[src/rtl/io_pkg.sv]
// rtl/io_pkg.sv - shared constants for the switch input controller
package io_pkg;

  localparam int   TICK_MAX_DEF = 100000;
  localparam int   STABLE_N_DEF = 4;
  localparam logic IO_SEL_SW    = 1'b0;
  localparam logic IO_SEL_STAT  = 1'b1;

endpackage

[src/rtl/debounce_bit.sv]
// rtl/debounce_bit.sv - synchronizer, debounce counter and stable flop for one raw input
module debounce_bit
  import io_pkg::*;
#(
  parameter int STABLE_N = STABLE_N_DEF
) (
  input  logic clk,
  input  logic rst,
  input  logic tick,
  input  logic raw,
  output logic stable
);

  localparam int            CW       = (STABLE_N > 1) ? $clog2(STABLE_N) : 1;
  localparam logic [CW-1:0] CNT_LAST = CW'(STABLE_N - 1);

  logic          sync1;
  logic          sync2;
  logic [CW-1:0] cnt;

  always_ff @(posedge clk) begin
    if (rst) begin
      sync1  <= 1'b0;
      sync2  <= 1'b0;
      cnt    <= '0;
      stable <= 1'b0;
    end else begin
      sync1 <= raw;
      sync2 <= sync1;
      // Only tick-spaced samples count, so a glitch must outlast several ticks to commit.
      if (tick) begin
        if (sync2 == stable) begin
          cnt <= '0;
        end else if (cnt == CNT_LAST) begin
          stable <= sync2;
          cnt    <= '0;
        end else begin
          cnt <= cnt + 1'b1;
        end
      end
    end
  end

endmodule

[src/rtl/switch_input_ctrl.sv]
// rtl/switch_input_ctrl.sv - debounced switch bank with button-confirmed capture and CPU read port
module switch_input_ctrl
  import io_pkg::*;
#(
  parameter int TICK_MAX = TICK_MAX_DEF,
  parameter int STABLE_N = STABLE_N_DEF
) (
  input  logic        clk,
  input  logic        rst,
  input  logic [15:0] sw_raw,
  input  logic        btn_raw,
  input  logic        IORead,
  input  logic        io_sel,
  output logic [15:0] io_read_data,
  output logic [15:0] sw_live,
  output logic        data_ready,
  output logic        confirm_pulse
);

  localparam int            TW        = (TICK_MAX > 1) ? $clog2(TICK_MAX) : 1;
  localparam logic [TW-1:0] TICK_LAST = TW'(TICK_MAX - 1);

  logic [TW-1:0] tick_cnt;
  logic          tick;
  logic [16:0]   raw_all;
  logic [16:0]   stable_all;
  logic          btn_stable;
  logic          btn_prev;
  logic [15:0]   sw_latched;

  assign tick    = (tick_cnt == TICK_LAST);
  assign raw_all = {btn_raw, sw_raw};

  always_ff @(posedge clk) begin
    if (rst) begin
      tick_cnt <= '0;
    end else if (tick) begin
      tick_cnt <= '0;
    end else begin
      tick_cnt <= tick_cnt + 1'b1;
    end
  end

  // Bits 0..15 are the switches, bit 16 is the confirm button.
  for (genvar i = 0; i < 17; i++) begin : g_db
    debounce_bit #(
      .STABLE_N (STABLE_N)
    ) u_db (
      .clk    (clk),
      .rst    (rst),
      .tick   (tick),
      .raw    (raw_all[i]),
      .stable (stable_all[i])
    );
  end

  assign sw_live    = stable_all[15:0];
  assign btn_stable = stable_all[16];

  always_ff @(posedge clk) begin
    if (rst) begin
      btn_prev      <= 1'b0;
      confirm_pulse <= 1'b0;
      sw_latched    <= '0;
      data_ready    <= 1'b0;
      io_read_data  <= '0;
    end else begin
      btn_prev      <= btn_stable;
      confirm_pulse <= btn_stable & ~btn_prev;
      // A capture takes priority over a simultaneous switch read clearing the flag.
      if (confirm_pulse) begin
        sw_latched <= sw_live;
        data_ready <= 1'b1;
      end else if (IORead && (io_sel == IO_SEL_SW)) begin
        data_ready <= 1'b0;
      end
      if (IORead) begin
        io_read_data <= (io_sel == IO_SEL_STAT) ? {15'b0, data_ready} : sw_latched;
      end
    end
  end

endmodule

[config.mk]
export PLATFORM = sky130hd
export DESIGN_NAME = switch_input_ctrl
export DESIGN_NICKNAME = d
export VERILOG_FILES = /design/src/rtl/io_pkg.sv /design/src/rtl/debounce_bit.sv /design/src/rtl/switch_input_ctrl.sv
export SDC_FILE = /design/constraint.sdc
export NUM_CORES = 1
export LEC_CHECK = 0
export CORE_MARGIN = 1.5
export CORE_UTILIZATION = 40
export DETAILED_ROUTE_END_ITERATION = 8
export PLACE_DENSITY_LB_ADDON = 0.12
export SLEW_MARGIN = 30
export SYNTH_ARGS = -nofsm -noshare
export SYNTH_HDL_FRONTEND = slang
export SYNTH_SLANG_ARGS = --single-unit
[constraint.sdc]
create_clock -name clk -period 1.9 [get_ports clk]
set_input_delay 0.38 -clock clk [delete_from_list [all_inputs] [get_ports clk]]
set_output_delay 0.38 -clock clk [all_outputs]
set_load 0.05 [all_outputs]
==> impl_results.md <==
* Synth Cell Area at 5430 um2
* Initial Util at 41.0%
* Multi-input gate area at 2370 um2
* Fin crit period at 1.79 ns
* Synth top area share at 50.5%
* Nets at 667
* Max-slew violation count at 0
* Area Overhead vs Synth at 25.6%
* Placed Instance Area at 6060 um2
* Hold buffer count at CTS at 0
* Comb pwr share at 2.6%
* Final hold viol count at 0
* Routed wire length at 10900 um
* Largest net degree at the start of global routing at 54
* Yosys warns at 0
* Sequential share of power at 43.0%
* Hold Crit Class: in -> reg
* Sw Share at 19.9%
* Syn_nets at 619
* Mapped Cells at 580
* Power Dens Cells at 1000 nW/um2
* Area leader, netlist: dfxtp_1
* Syn_area_per_cell at 9.36 um2
* TNS Setup at 0 ns
* P_leak at 2.58 nW
* Most numerous cell in the Yosys netlist: dfxtp_1
* Register area at 2740 um2
* Worst-path cell chain: ha_2, and4_4, nand4_4, buf_12, or4_1, a21oi_1
* Setup WS post-layout at 0.112 ns
* Period utilization at 94.1%
* Crit start category: flop
* Drt pass-1 iters at 4
* Worst-case clock buffer depth at 2
* Max incr delay on CP at 0.47 ns
* Wire per inst at 13.3 um
* Root buf cell: clkbuf_16
* IO buf count at 54
* Top cell types by occurrence after synthesis: dfxtp_1, a21oi_1, nor2_1, nand2_1, nand3_1
* Worst-skew pair later-pin latency at 0.42 ns
* Final setup fails at 0
* Worst slew pin tran at 0.502 ns
* DRC Markers at 0
* Unrepaired setup endpoints after global routing: no
* FFs w/ async S/R, synth at 0%
* Filler instances at 1237
* GR Util All Layers at 15.6%
* Die H at 120 um
* Worst EP arrival at 2.13 ns
* # clock sinks at 137
* H-Tree Depth at 4
* Slowest cell on crit path: or4_1
* Vias post-DR at 3965
* Worst setup EP type: flop
* Sw Pwr at 0.00136 W
* Internal power at 0.00547 W
* Vias in the first global route at 3771
* Grt ovf at 0
* Initial antenna violation count at 0
* Cell area after layout at 6820 um2
* Diode count at 0
* Max Fclk at 559 MHz
* Die extent in x at 120 um
* Post-synthesis cell type count at 33
* Dpl hpwl at 6830 um
* GP Congestion at 0.812
* Ys flop type: dfxtp_1
* Setup Skew at 0.00725 ns
* Sequential fraction of the synthesis area at 50.5%
* Post-DRT Antenna Nets at 0
* Via density at 4.85
* Synth area leaders: dfxtp_1, a21oi_1, ha_1
* Layout cell share with drive strength beyond 1 at 12.8%
* Critical path type: reg -> reg
* Pre-CTS setup slack at 0.0339 ns
* Max Fanout on Critical Path at 13
* Die area at 14300 um2
* Clock power share at 54.4%
* Top Ports at 55
* Core Area at 13200 um2
* WP data required at 2.24 ns
* Clock buffer count from CTS at 17
* Peak VDD IR at 0.000591 V
* Outcome: complete, no violations
* Fin util at 51.5%
* Number of synthesized register bits at 137
* Max-Cap Viols at 0
* Post-synth EDFFs at 0
* FP Rows at 42
* Rel. slew slack at 66.7%
* Starting DRC count in detailed routing at 195
* CTS tree: done
* First-pass GRT wire length at 17700 um
* Clock slew at reported path FFs at 0.06 ns
-- cell type report --
type | count | area share (%)
Inverter | 18 | 0.991
Clock buffer | 17 | 6.24
Timing Repair Buffer | 77 | 11.0
Multi-Input combinational cell | 377 | 34.7
Tap cell | 176 | 3.23
Clock inverter | 15 | 3.65
Sequential cell | 137 | 40.2
-- placed cells by master, fill, tap and decap left out, types with 18 or more instances in the layout --
master / Yosys / layout
a21oi_1: 69 / 69
buf_4: 17 / 35
clkbuf_16: 0 / 20
clkdlybuf4s50_1: 0 / 19
dfxtp_1: 137 / 137
inv_1: 18 / 18
nand2_1: 39 / 39
nand3_1: 37 / 37
nand3b_1: 25 / 25
nor2_1: 41 / 41
nor2b_1: 36 / 36
o21ai_0: 18 / 18
-- final timing paths --
path | start | to | slack [ns] | cells after the start
worst min-delay path | rst | g_db[4].u_db.sync1 | 0.35 | 2
worst min register to register | btn_prev | confirm_pulse | 0.39 | 1
worst max register to register | tick_cnt[1] | g_db[4].u_db.cnt[0] | 0.11 | 6
worst max-delay path | tick_cnt[1] | g_db[4].u_db.cnt[0] | 0.11 | 6
-- power by group through the flow --
| stage | clock network (W) | logic (W) | registers, W |
|---|---|---|---|
| 6_report | 0.00371 | 0.000179 | 0.00293 |
| 5_1_grt | 0.00393 | 0.000198 | 0.00294 |
| 4_1_cts | 0.00381 | 0.000183 | 0.00293 |
| 3_5_place_dp | 0 | 0.000182 | 0.00300 |
| 3_3_place_gp | 0 | 0.000180 | 0.00300 |
| 2_1_floorplan | 0 | 0.000102 | 0.00299 |
-- metal layers --
layer | vias up | wire (um) | track usage [%]
li1 | 2046 | - | -
met1 | 1822 | 5370 | 19.6
met2 | 77 | 4830 | 24.0
met3 | 20 | 411 | 4.75
met4 | 0 | 261 | 8.26
met5 | - | 0 | 0
-- logic make-up (layout without fill, tap and decap cells) --
logic type	count (synthesis)	in the layout	synth area share [%]
and+or+nand+nor	223	223	23.0
muxes	17	17	3.13
buffers and inverters	66	127	6.01
adders and majority gates	18	18	4.15
xor gates and xnor gates	30	30	4.84
DFF	137	137	50.5
AOI/OAI and AO/OA	89	89	8.32
-- state kept, by name (all words and copies together) (netlist names) --
name,flops
g_db.u_db.cnt,34
g_db.u_db.stable,17
g_db.u_db.sync1,17
g_db.u_db.sync2,17
tick_cnt,17
io_read_data,16
sw_latched,16
btn_prev,1
confirm_pulse,1
data_ready,1
-- worst max-delay path: cells and delay by family, from the launching register on --
kind                       cells  cell delay, ns
and+or+nand+nor                3            0.82
DFF                            1            0.35
adders and majority gates      1            0.21
buffers and inverters          1            0.17
AOI/OAI and AO/OA              1            0.16
-- repair_timing --
action,in CTS,in global routing
setup buffers,0,3
pin swaps,0,2
cloned,0,3
setup endpoints to repair,16,51
resized for setup,16,4
-- per-stage QoR --
step | instances | hold slack (ns) | power [W]
final | 817 | 0.353 | 0.00682
after global routing | 817 | 0.363 | 0.00706
after CTS | 811 | 0.342 | 0.00692
after detailed placement | 779 | 0.382 | 0.00318
after global placement | 779 | 0.383 | 0.00317
after floorplan | 580 | 0.367 | 0.00310
(Power assumes the default switching activity.)
